--- src/rtl/gcm_pkg.sv ---
// Shared types and constants for the GCM job sequencer.
package gcm_pkg;

  localparam int unsigned BLK_W = 128;
  localparam int unsigned IV_W  = 96;

  localparam logic [63:0] GCM_BLK_BITS = 64'd128;

  typedef enum logic [2:0] {
    IDLE,
    START,
    PT,
    WAIT,
    DONE
  } seq_state_t;

endpackage

--- src/rtl/gcm_job_sequencer_if.sv ---
// Job, result and core-facing signal bundle of the GCM job sequencer.
interface gcm_job_sequencer_if import gcm_pkg::*; #(
  parameter int unsigned CNT_W = 16
) ();

  logic               i_job_valid;
  logic               o_job_ready;
  logic [0:IV_W-1]    i_iv;
  logic [0:BLK_W-1]   i_cipher_key;
  logic [0:BLK_W-1]   i_plain_text;
  logic [0:BLK_W-1]   i_aad;

  logic [0:IV_W-1]    o_core_iv;
  logic [0:BLK_W-1]   o_core_cipher_key;
  logic [0:BLK_W-1]   o_core_plain_text;
  logic [0:BLK_W-1]   o_core_aad;
  logic [63:0]        o_core_plain_text_size;
  logic [63:0]        o_core_aad_size;
  logic               o_core_new_instance;
  logic               o_core_pt_instance;
  logic [0:BLK_W-1]   i_core_cipher_text;
  logic [0:BLK_W-1]   i_core_tag;
  logic               i_core_tag_ready;

  logic               o_res_valid;
  logic               i_res_ready;
  logic [0:BLK_W-1]   o_cipher_text;
  logic [0:BLK_W-1]   o_tag;
  logic               o_timeout;
  logic               o_busy;
  logic [CNT_W-1:0]   o_job_count;

  // Sequencer side
  modport slave (
    input  i_job_valid, i_iv, i_cipher_key, i_plain_text, i_aad,
    input  i_core_cipher_text, i_core_tag, i_core_tag_ready, i_res_ready,
    output o_job_ready, o_core_iv, o_core_cipher_key, o_core_plain_text, o_core_aad,
    output o_core_plain_text_size, o_core_aad_size, o_core_new_instance, o_core_pt_instance,
    output o_res_valid, o_cipher_text, o_tag, o_timeout, o_busy, o_job_count
  );

  // Host plus core side
  modport master (
    output i_job_valid, i_iv, i_cipher_key, i_plain_text, i_aad,
    output i_core_cipher_text, i_core_tag, i_core_tag_ready, i_res_ready,
    input  o_job_ready, o_core_iv, o_core_cipher_key, o_core_plain_text, o_core_aad,
    input  o_core_plain_text_size, o_core_aad_size, o_core_new_instance, o_core_pt_instance,
    input  o_res_valid, o_cipher_text, o_tag, o_timeout, o_busy, o_job_count
  );

endinterface

--- src/rtl/gcm_seq_timer.sv ---
// Loadable up-counter with clear, enable and terminal-count flag.
module gcm_seq_timer #(
  parameter int unsigned W  = 12,
  parameter int unsigned TC = 4095
) (
  input  logic         clk,
  input  logic         rst,
  input  logic         clr,
  input  logic         load,
  input  logic [W-1:0] load_val,
  input  logic         en,
  output logic         tc_c
);

  logic [W-1:0] count;

  always_ff @(posedge clk or posedge rst) begin
    if (rst)       count <= '0;
    else if (clr)  count <= '0;
    else if (load) count <= load_val;
    else if (en)   count <= count + W'(1);
  end

  assign tc_c = (count == W'(TC));

endmodule

--- src/rtl/gcm_job_sequencer.sv ---
// Drives one gcm_aes core through single-block jobs with a bounded wait for the tag.
module gcm_job_sequencer import gcm_pkg::*; #(
  parameter int unsigned TIMEOUT_CYCLES = 4096,
  parameter int unsigned CNT_W          = 16
) (
  input  logic                 clk,
  input  logic                 i_reset,
  gcm_job_sequencer_if.slave   bus
);

  localparam int unsigned TMR_W = (TIMEOUT_CYCLES > 2) ? $clog2(TIMEOUT_CYCLES) : 1;

  seq_state_t state;
  logic       tag_prev;
  logic       tag_edge_c;
  logic       tmr_clr_c;
  logic       tmr_en_c;
  logic       tmr_tc_c;

  assign bus.o_core_plain_text_size = GCM_BLK_BITS;
  assign bus.o_core_aad_size        = GCM_BLK_BITS;

  // Completion needs a fresh rise; a level left high from a prior job is ignored.
  assign tag_edge_c = bus.i_core_tag_ready && !tag_prev;
  assign tmr_clr_c  = (state == PT);
  assign tmr_en_c   = (state == WAIT) && !tag_edge_c;

  gcm_seq_timer #(
    .W  (TMR_W),
    .TC (TIMEOUT_CYCLES - 1)
  ) u_timer (
    .clk      (clk),
    .rst      (i_reset),
    .clr      (tmr_clr_c),
    .load     (1'b0),
    .load_val ('0),
    .en       (tmr_en_c),
    .tc_c     (tmr_tc_c)
  );

  always_ff @(posedge clk or posedge i_reset) begin
    if (i_reset) begin
      state                   <= IDLE;
      tag_prev                <= 1'b0;
      bus.o_job_ready         <= 1'b1;
      bus.o_core_iv           <= '0;
      bus.o_core_cipher_key   <= '0;
      bus.o_core_plain_text   <= '0;
      bus.o_core_aad          <= '0;
      bus.o_core_new_instance <= 1'b0;
      bus.o_core_pt_instance  <= 1'b0;
      bus.o_res_valid         <= 1'b0;
      bus.o_cipher_text       <= '0;
      bus.o_tag               <= '0;
      bus.o_timeout           <= 1'b0;
      bus.o_busy              <= 1'b0;
      bus.o_job_count         <= '0;
    end else begin
      bus.o_core_new_instance <= 1'b0;
      bus.o_core_pt_instance  <= 1'b0;
      tag_prev                <= bus.i_core_tag_ready;

      case (state)
        IDLE: begin
          if (bus.i_job_valid && bus.o_job_ready) begin
            bus.o_core_iv           <= bus.i_iv;
            bus.o_core_cipher_key   <= bus.i_cipher_key;
            bus.o_core_plain_text   <= bus.i_plain_text;
            bus.o_core_aad          <= bus.i_aad;
            bus.o_core_new_instance <= 1'b1;
            bus.o_job_ready         <= 1'b0;
            bus.o_busy              <= 1'b1;
            state                   <= START;
          end
        end
        START: begin
          bus.o_core_pt_instance <= 1'b1;
          tag_prev               <= 1'b1;
          state                  <= PT;
        end
        PT: state <= WAIT;
        WAIT: begin
          // An edge arriving on the terminal cycle still wins over the timeout.
          if (tag_edge_c) begin
            bus.o_cipher_text <= bus.i_core_cipher_text;
            bus.o_tag         <= bus.i_core_tag;
            bus.o_timeout     <= 1'b0;
            bus.o_job_count   <= bus.o_job_count + CNT_W'(1);
            bus.o_res_valid   <= 1'b1;
            state             <= DONE;
          end else if (tmr_tc_c) begin
            bus.o_cipher_text <= '0;
            bus.o_tag         <= '0;
            bus.o_timeout     <= 1'b1;
            bus.o_res_valid   <= 1'b1;
            state             <= DONE;
          end
        end
        DONE: begin
          if (bus.i_res_ready) begin
            bus.o_res_valid <= 1'b0;
            bus.o_job_ready <= 1'b1;
            bus.o_busy      <= 1'b0;
            state           <= IDLE;
          end
        end
        default: state <= IDLE;
      endcase
    end
  end

endmodule

--- src/flat_wrapper.sv ---
// flat-port wrapper written by rule: the top's interface ports become plain ports
module gcm_job_sequencer_flat import gcm_pkg::*;
#(
  parameter int unsigned TIMEOUT_CYCLES = 4096,
  parameter int unsigned CNT_W          = 16
)
  (clk, i_reset, bus_i_job_valid, bus_i_iv, bus_i_cipher_key, bus_i_plain_text, bus_i_aad, bus_i_core_cipher_text, bus_i_core_tag, bus_i_core_tag_ready, bus_i_res_ready, bus_o_job_ready, bus_o_core_iv, bus_o_core_cipher_key, bus_o_core_plain_text, bus_o_core_aad, bus_o_core_plain_text_size, bus_o_core_aad_size, bus_o_core_new_instance, bus_o_core_pt_instance, bus_o_res_valid, bus_o_cipher_text, bus_o_tag, bus_o_timeout, bus_o_busy, bus_o_job_count);
  gcm_job_sequencer_if #(.CNT_W(CNT_W)) bus_i ();
  input  logic clk;
  input  logic i_reset;
  input wire logic [$bits(bus_i.i_job_valid)-1:0] bus_i_job_valid;
  input wire logic [$bits(bus_i.i_iv)-1:0] bus_i_iv;
  input wire logic [$bits(bus_i.i_cipher_key)-1:0] bus_i_cipher_key;
  input wire logic [$bits(bus_i.i_plain_text)-1:0] bus_i_plain_text;
  input wire logic [$bits(bus_i.i_aad)-1:0] bus_i_aad;
  input wire logic [$bits(bus_i.i_core_cipher_text)-1:0] bus_i_core_cipher_text;
  input wire logic [$bits(bus_i.i_core_tag)-1:0] bus_i_core_tag;
  input wire logic [$bits(bus_i.i_core_tag_ready)-1:0] bus_i_core_tag_ready;
  input wire logic [$bits(bus_i.i_res_ready)-1:0] bus_i_res_ready;
  output wire logic [$bits(bus_i.o_job_ready)-1:0] bus_o_job_ready;
  output wire logic [$bits(bus_i.o_core_iv)-1:0] bus_o_core_iv;
  output wire logic [$bits(bus_i.o_core_cipher_key)-1:0] bus_o_core_cipher_key;
  output wire logic [$bits(bus_i.o_core_plain_text)-1:0] bus_o_core_plain_text;
  output wire logic [$bits(bus_i.o_core_aad)-1:0] bus_o_core_aad;
  output wire logic [$bits(bus_i.o_core_plain_text_size)-1:0] bus_o_core_plain_text_size;
  output wire logic [$bits(bus_i.o_core_aad_size)-1:0] bus_o_core_aad_size;
  output wire logic [$bits(bus_i.o_core_new_instance)-1:0] bus_o_core_new_instance;
  output wire logic [$bits(bus_i.o_core_pt_instance)-1:0] bus_o_core_pt_instance;
  output wire logic [$bits(bus_i.o_res_valid)-1:0] bus_o_res_valid;
  output wire logic [$bits(bus_i.o_cipher_text)-1:0] bus_o_cipher_text;
  output wire logic [$bits(bus_i.o_tag)-1:0] bus_o_tag;
  output wire logic [$bits(bus_i.o_timeout)-1:0] bus_o_timeout;
  output wire logic [$bits(bus_i.o_busy)-1:0] bus_o_busy;
  output wire logic [$bits(bus_i.o_job_count)-1:0] bus_o_job_count;
  assign bus_i.i_job_valid = bus_i_job_valid;
  assign bus_i.i_iv = bus_i_iv;
  assign bus_i.i_cipher_key = bus_i_cipher_key;
  assign bus_i.i_plain_text = bus_i_plain_text;
  assign bus_i.i_aad = bus_i_aad;
  assign bus_i.i_core_cipher_text = bus_i_core_cipher_text;
  assign bus_i.i_core_tag = bus_i_core_tag;
  assign bus_i.i_core_tag_ready = bus_i_core_tag_ready;
  assign bus_i.i_res_ready = bus_i_res_ready;
  assign bus_o_job_ready = bus_i.o_job_ready;
  assign bus_o_core_iv = bus_i.o_core_iv;
  assign bus_o_core_cipher_key = bus_i.o_core_cipher_key;
  assign bus_o_core_plain_text = bus_i.o_core_plain_text;
  assign bus_o_core_aad = bus_i.o_core_aad;
  assign bus_o_core_plain_text_size = bus_i.o_core_plain_text_size;
  assign bus_o_core_aad_size = bus_i.o_core_aad_size;
  assign bus_o_core_new_instance = bus_i.o_core_new_instance;
  assign bus_o_core_pt_instance = bus_i.o_core_pt_instance;
  assign bus_o_res_valid = bus_i.o_res_valid;
  assign bus_o_cipher_text = bus_i.o_cipher_text;
  assign bus_o_tag = bus_i.o_tag;
  assign bus_o_timeout = bus_i.o_timeout;
  assign bus_o_busy = bus_i.o_busy;
  assign bus_o_job_count = bus_i.o_job_count;
  gcm_job_sequencer #(.TIMEOUT_CYCLES(TIMEOUT_CYCLES), .CNT_W(CNT_W)) u_core (.clk(clk), .i_reset(i_reset), .bus(bus_i));
endmodule
--- config.mk ---
export PLATFORM = sky130hd
export DESIGN_NAME = gcm_job_sequencer_flat
export DESIGN_NICKNAME = d
export VERILOG_FILES = /design/src/rtl/gcm_pkg.sv /design/src/rtl/gcm_job_sequencer_if.sv /design/src/rtl/gcm_seq_timer.sv /design/src/rtl/gcm_job_sequencer.sv /design/src/flat_wrapper.sv
export SDC_FILE = /design/constraint.sdc
export NUM_CORES = 1
export LEC_CHECK = 0
export BUFFER_PORTS_ARGS = -buffer_cell sky130_fd_sc_hd__buf_2
export CELL_PAD_IN_SITES_DETAIL_PLACEMENT = 0
export CELL_PAD_IN_SITES_GLOBAL_PLACEMENT = 1
export CORE_AREA = 4 4 626 628
export CTS_BUF_LIST = sky130_fd_sc_hd__clkbuf_2 sky130_fd_sc_hd__clkbuf_4 sky130_fd_sc_hd__clkbuf_8
export DETAILED_ROUTE_END_ITERATION = 10
export DIE_AREA = 0 0 630 632
export PLACE_DENSITY_LB_ADDON = 0.05
export SETUP_SLACK_MARGIN = 0.4
export SLEW_MARGIN = 15
export SYNTH_ARGS = -nofsm -noshare
export SYNTH_HDL_FRONTEND = slang
export SYNTH_HIERARCHICAL = 1
export SYNTH_SLANG_ARGS = --single-unit
export TNS_END_PERCENT = 5
--- constraint.sdc ---
create_clock -name clk -period 24.3 [get_ports clk]
set_input_delay 4.86 -clock clk [delete_from_list [all_inputs] [get_ports clk]]
set_output_delay 4.86 -clock clk [all_outputs]
set_load 0.01 [all_outputs]
==> flow_summary.yaml <==
sta:
  finalCriticalPeriod_ns: 8.50
  holdWs_ns: 0.463
  worstMarginPinSlew_ns: 1.07
  fmax_ghz: 0.118
  setup_viol: 0
  finalCritPeriodShare_pct: 35.0
  drv_slew: 0
  finClkSkew_ns: 0.0660
  rsz0062_at_grt: "false"
  fin_setup_tns_ns: 0
  hold_viol: 0
  max-slew-margin-rel_pct: 28.6
global_route:
  grt_max_degree: 136
  first_global_vias: 25000
  track_usage_pct: 10.4
  grt_pass1_wl_microns: 274000
  antenna_found_initial: 270
  overflow: 0
power_and_ir_drop:
  power_density_mw_per_mm2: 94.6
  ir_drop_uv: 34.9
  finalPower_w: 0.00441
  leakagePower_nw: 24.0
drt:
  ant_nets: 0
  dr.pass1.iters: 4
  drc_errors: 0
  viasPerCell: 2.64
  wl_per_cell_microns: 24.5
  drtIter0Drc: 704
  vias: 23400
  drt_wl_total_microns: 217000
cts:
  cts_buffer_depth: 4
  post_cts_buffers: 0
  hold_buffers: 0
  cts_tree: "yes"
  clkLatencyLatePin_ns: 0.94
  cts.sinks: 774
  cts_root_buf: "clkbuf_8"
  cts_max_level: 4
  clkTransAtPathRegs_ns: 0.05
  numCtsBuffers: 192
  cts-resized-gates: 0
synth:
  synth_top_cell_area_share_pct: 65.5
  synth_edf_count: 0
  netlist_instances: 1905
  netlist_top_cells_count: "773 x dfrtp_1, 482 x mux2_2, 256 x a22o_1, 176 x buf_4, 38 x clkbuf_1"
  ys_warn_count: 6
  avgSynthCellArea_sq_um: 15.5
  yosysUniqueCellTypes: 45
  post-synth-top-count-cell: "dfrtp_1"
  synth_ff_type: "dfrtp_1"
  yosysTopAreaCell: "dfrtp_1"
  synth_seq_cells: 774
  synthTopCellsByArea: "dfrtp_1 65%, mux2_2 18%, a22o_1 7.6%"
  ys_seq_area_share_pct: 65.6
  syn_area_sq_mm: 0.0295
  async_flop_share_pct: 100
floorplanning:
  die_y_microns: 632
  fp.dieW_microns: 630
  core_sq_mm: 0.385
  dieArea_sq_mm: 0.398
  initial_utilization_pct: 7.66
  num_io_pins: 1627
  rows: 228
worst_setup_path:
  cp.required_ns: 25.18
  critPathLaunchType: "input pin"
  crit_type: "in2async"
  endpoint_kind: "async pin"
  crit_path_max_fanout: 105
  crit_arrival_ns: 9.39
finish:
  nets: 4265
  fin_util_pct: 12.1
  drive_above_1_share_pct: 64.1
  n_fill_cell: 44000
  synthToLayoutAreaGrowth_pct: 57.9
  fin_cells: 8873
worst_hold_path:
  worstHoldPathType: "reg2reg"
placement:
  gp_congestion: 0.772
  dp_hpwl_microns: 174000
  placed_cells: 8503
  portBuffers: 1498
run_status:
  status: "complete, no violations"
job:
  cap_violations: 0
## area by class of cell
cell class	instances	area [sq um]	area share, %
repair buffers	1530	7790	16.7
diodes	59	148	0.316
flip-flops and latches	774	19400	41.5
multi-input cells	1016	9080	19.5
inverters	8	33.8	0.0724
clock buffers	291	3580	7.67
well taps	5175	6470	13.9
clock inverters	20	181	0.389
## critical path, stage by stage
cell and delay [ns]:
buf_2 0.13, clkinvlp_4 0.40, buf_12 0.49, buf_4 0.75
buf_4 0.73, buf_4 0.71, buf_4 0.83
## stage by stage
stage                     setup WS, ns  instance area [sq um]
after global placement           14.38                  42700
after global routing             15.10                  46500
after detailed placement         14.42                  42700
after floorplan                   8.99                  30100
after CTS                        15.52                  46500
final                            15.80                  46700
## state kept, by name (all words and copies together) (netlist names), 3 cells and up
name / cells
u_core/bus.o_job_count: 16
u_core/u_timer/count: 12
u_core/bus.o_core_aad: 128
u_core/bus.o_core_iv: 96
u_core/state: 3
u_core/bus.o_tag: 128
u_core/bus.o_core_cipher_key: 128
u_core/bus.o_core_plain_text: 128
u_core/bus.o_cipher_text: 128
## cell families after synthesis
group | count (synthesis) | share of synthesized area [%]
AOI/OAI and AO/OA | 285 | 8.22
xor gates and xnor gates | 19 | 0.563
adders and majority gates | 2 | 0.0847
buffers and inverters | 254 | 5.55
DFF | 774 | 65.6
muxes | 482 | 18.4
other | 2 | 0.0254
and+or+nand+nor | 87 | 1.61
## layer usage
layer / global-route usage [%] / share of wire (%) / routed length (microns)
met5: 0 / 0.61 / 1310
met4: 3.43 / 3.8 / 8150
met3: 6.03 / 12 / 26000
met2: 20.2 / 55 / 118000
met1: 8.62 / 29 / 63200
## power by group
group | switching [W] | leakage (nW) | internal (W) | total [W]
Combinational | 0.000591 | 11.6 | 0.000412 | 0.00100
Clock | 0.000749 | 2.01 | 0.000939 | 0.00169
Sequential | 0.000179 | 10.4 | 0.00154 | 0.00172
Total | 0.00152 | 24.0 | 0.00289 | 0.00441
## path summary, 6_finish.rpt
check                           slack (ns)  cells past startpoint                                to                        from
worst max-delay path                 15.80                      7  u_core/bus.o_core_plain_text[79]                     i_reset
worst min-delay path                  0.46                      1        u_core/bus.o_job_count[15]  u_core/bus.o_job_count[15]
worst max register to register       19.62                      7             u_core/bus.o_tag[120]             u_core/state[2]
worst min register to register        0.46                      1        u_core/bus.o_job_count[15]  u_core/bus.o_job_count[15]
max in group clk                     16.35                      8             u_core/bus.o_tag[120]        bus_i_core_tag_ready
min in group asynchronous             4.02                      2            u_core/bus.o_res_valid                     i_reset
## layout by cell type, fill, tap and decap left out, types with 20 or more instances in the layout
master / count
buf_4: 28
clkbuf_8: 223
mux2_2: 482
nor2_1: 20
a22o_1: 256
conb_1: 141
buf_2: 1498
dfrtp_1: 773
diode_2: 59
clkbuf_4: 68
Note: power is estimated with default switching activity, not from simulation.
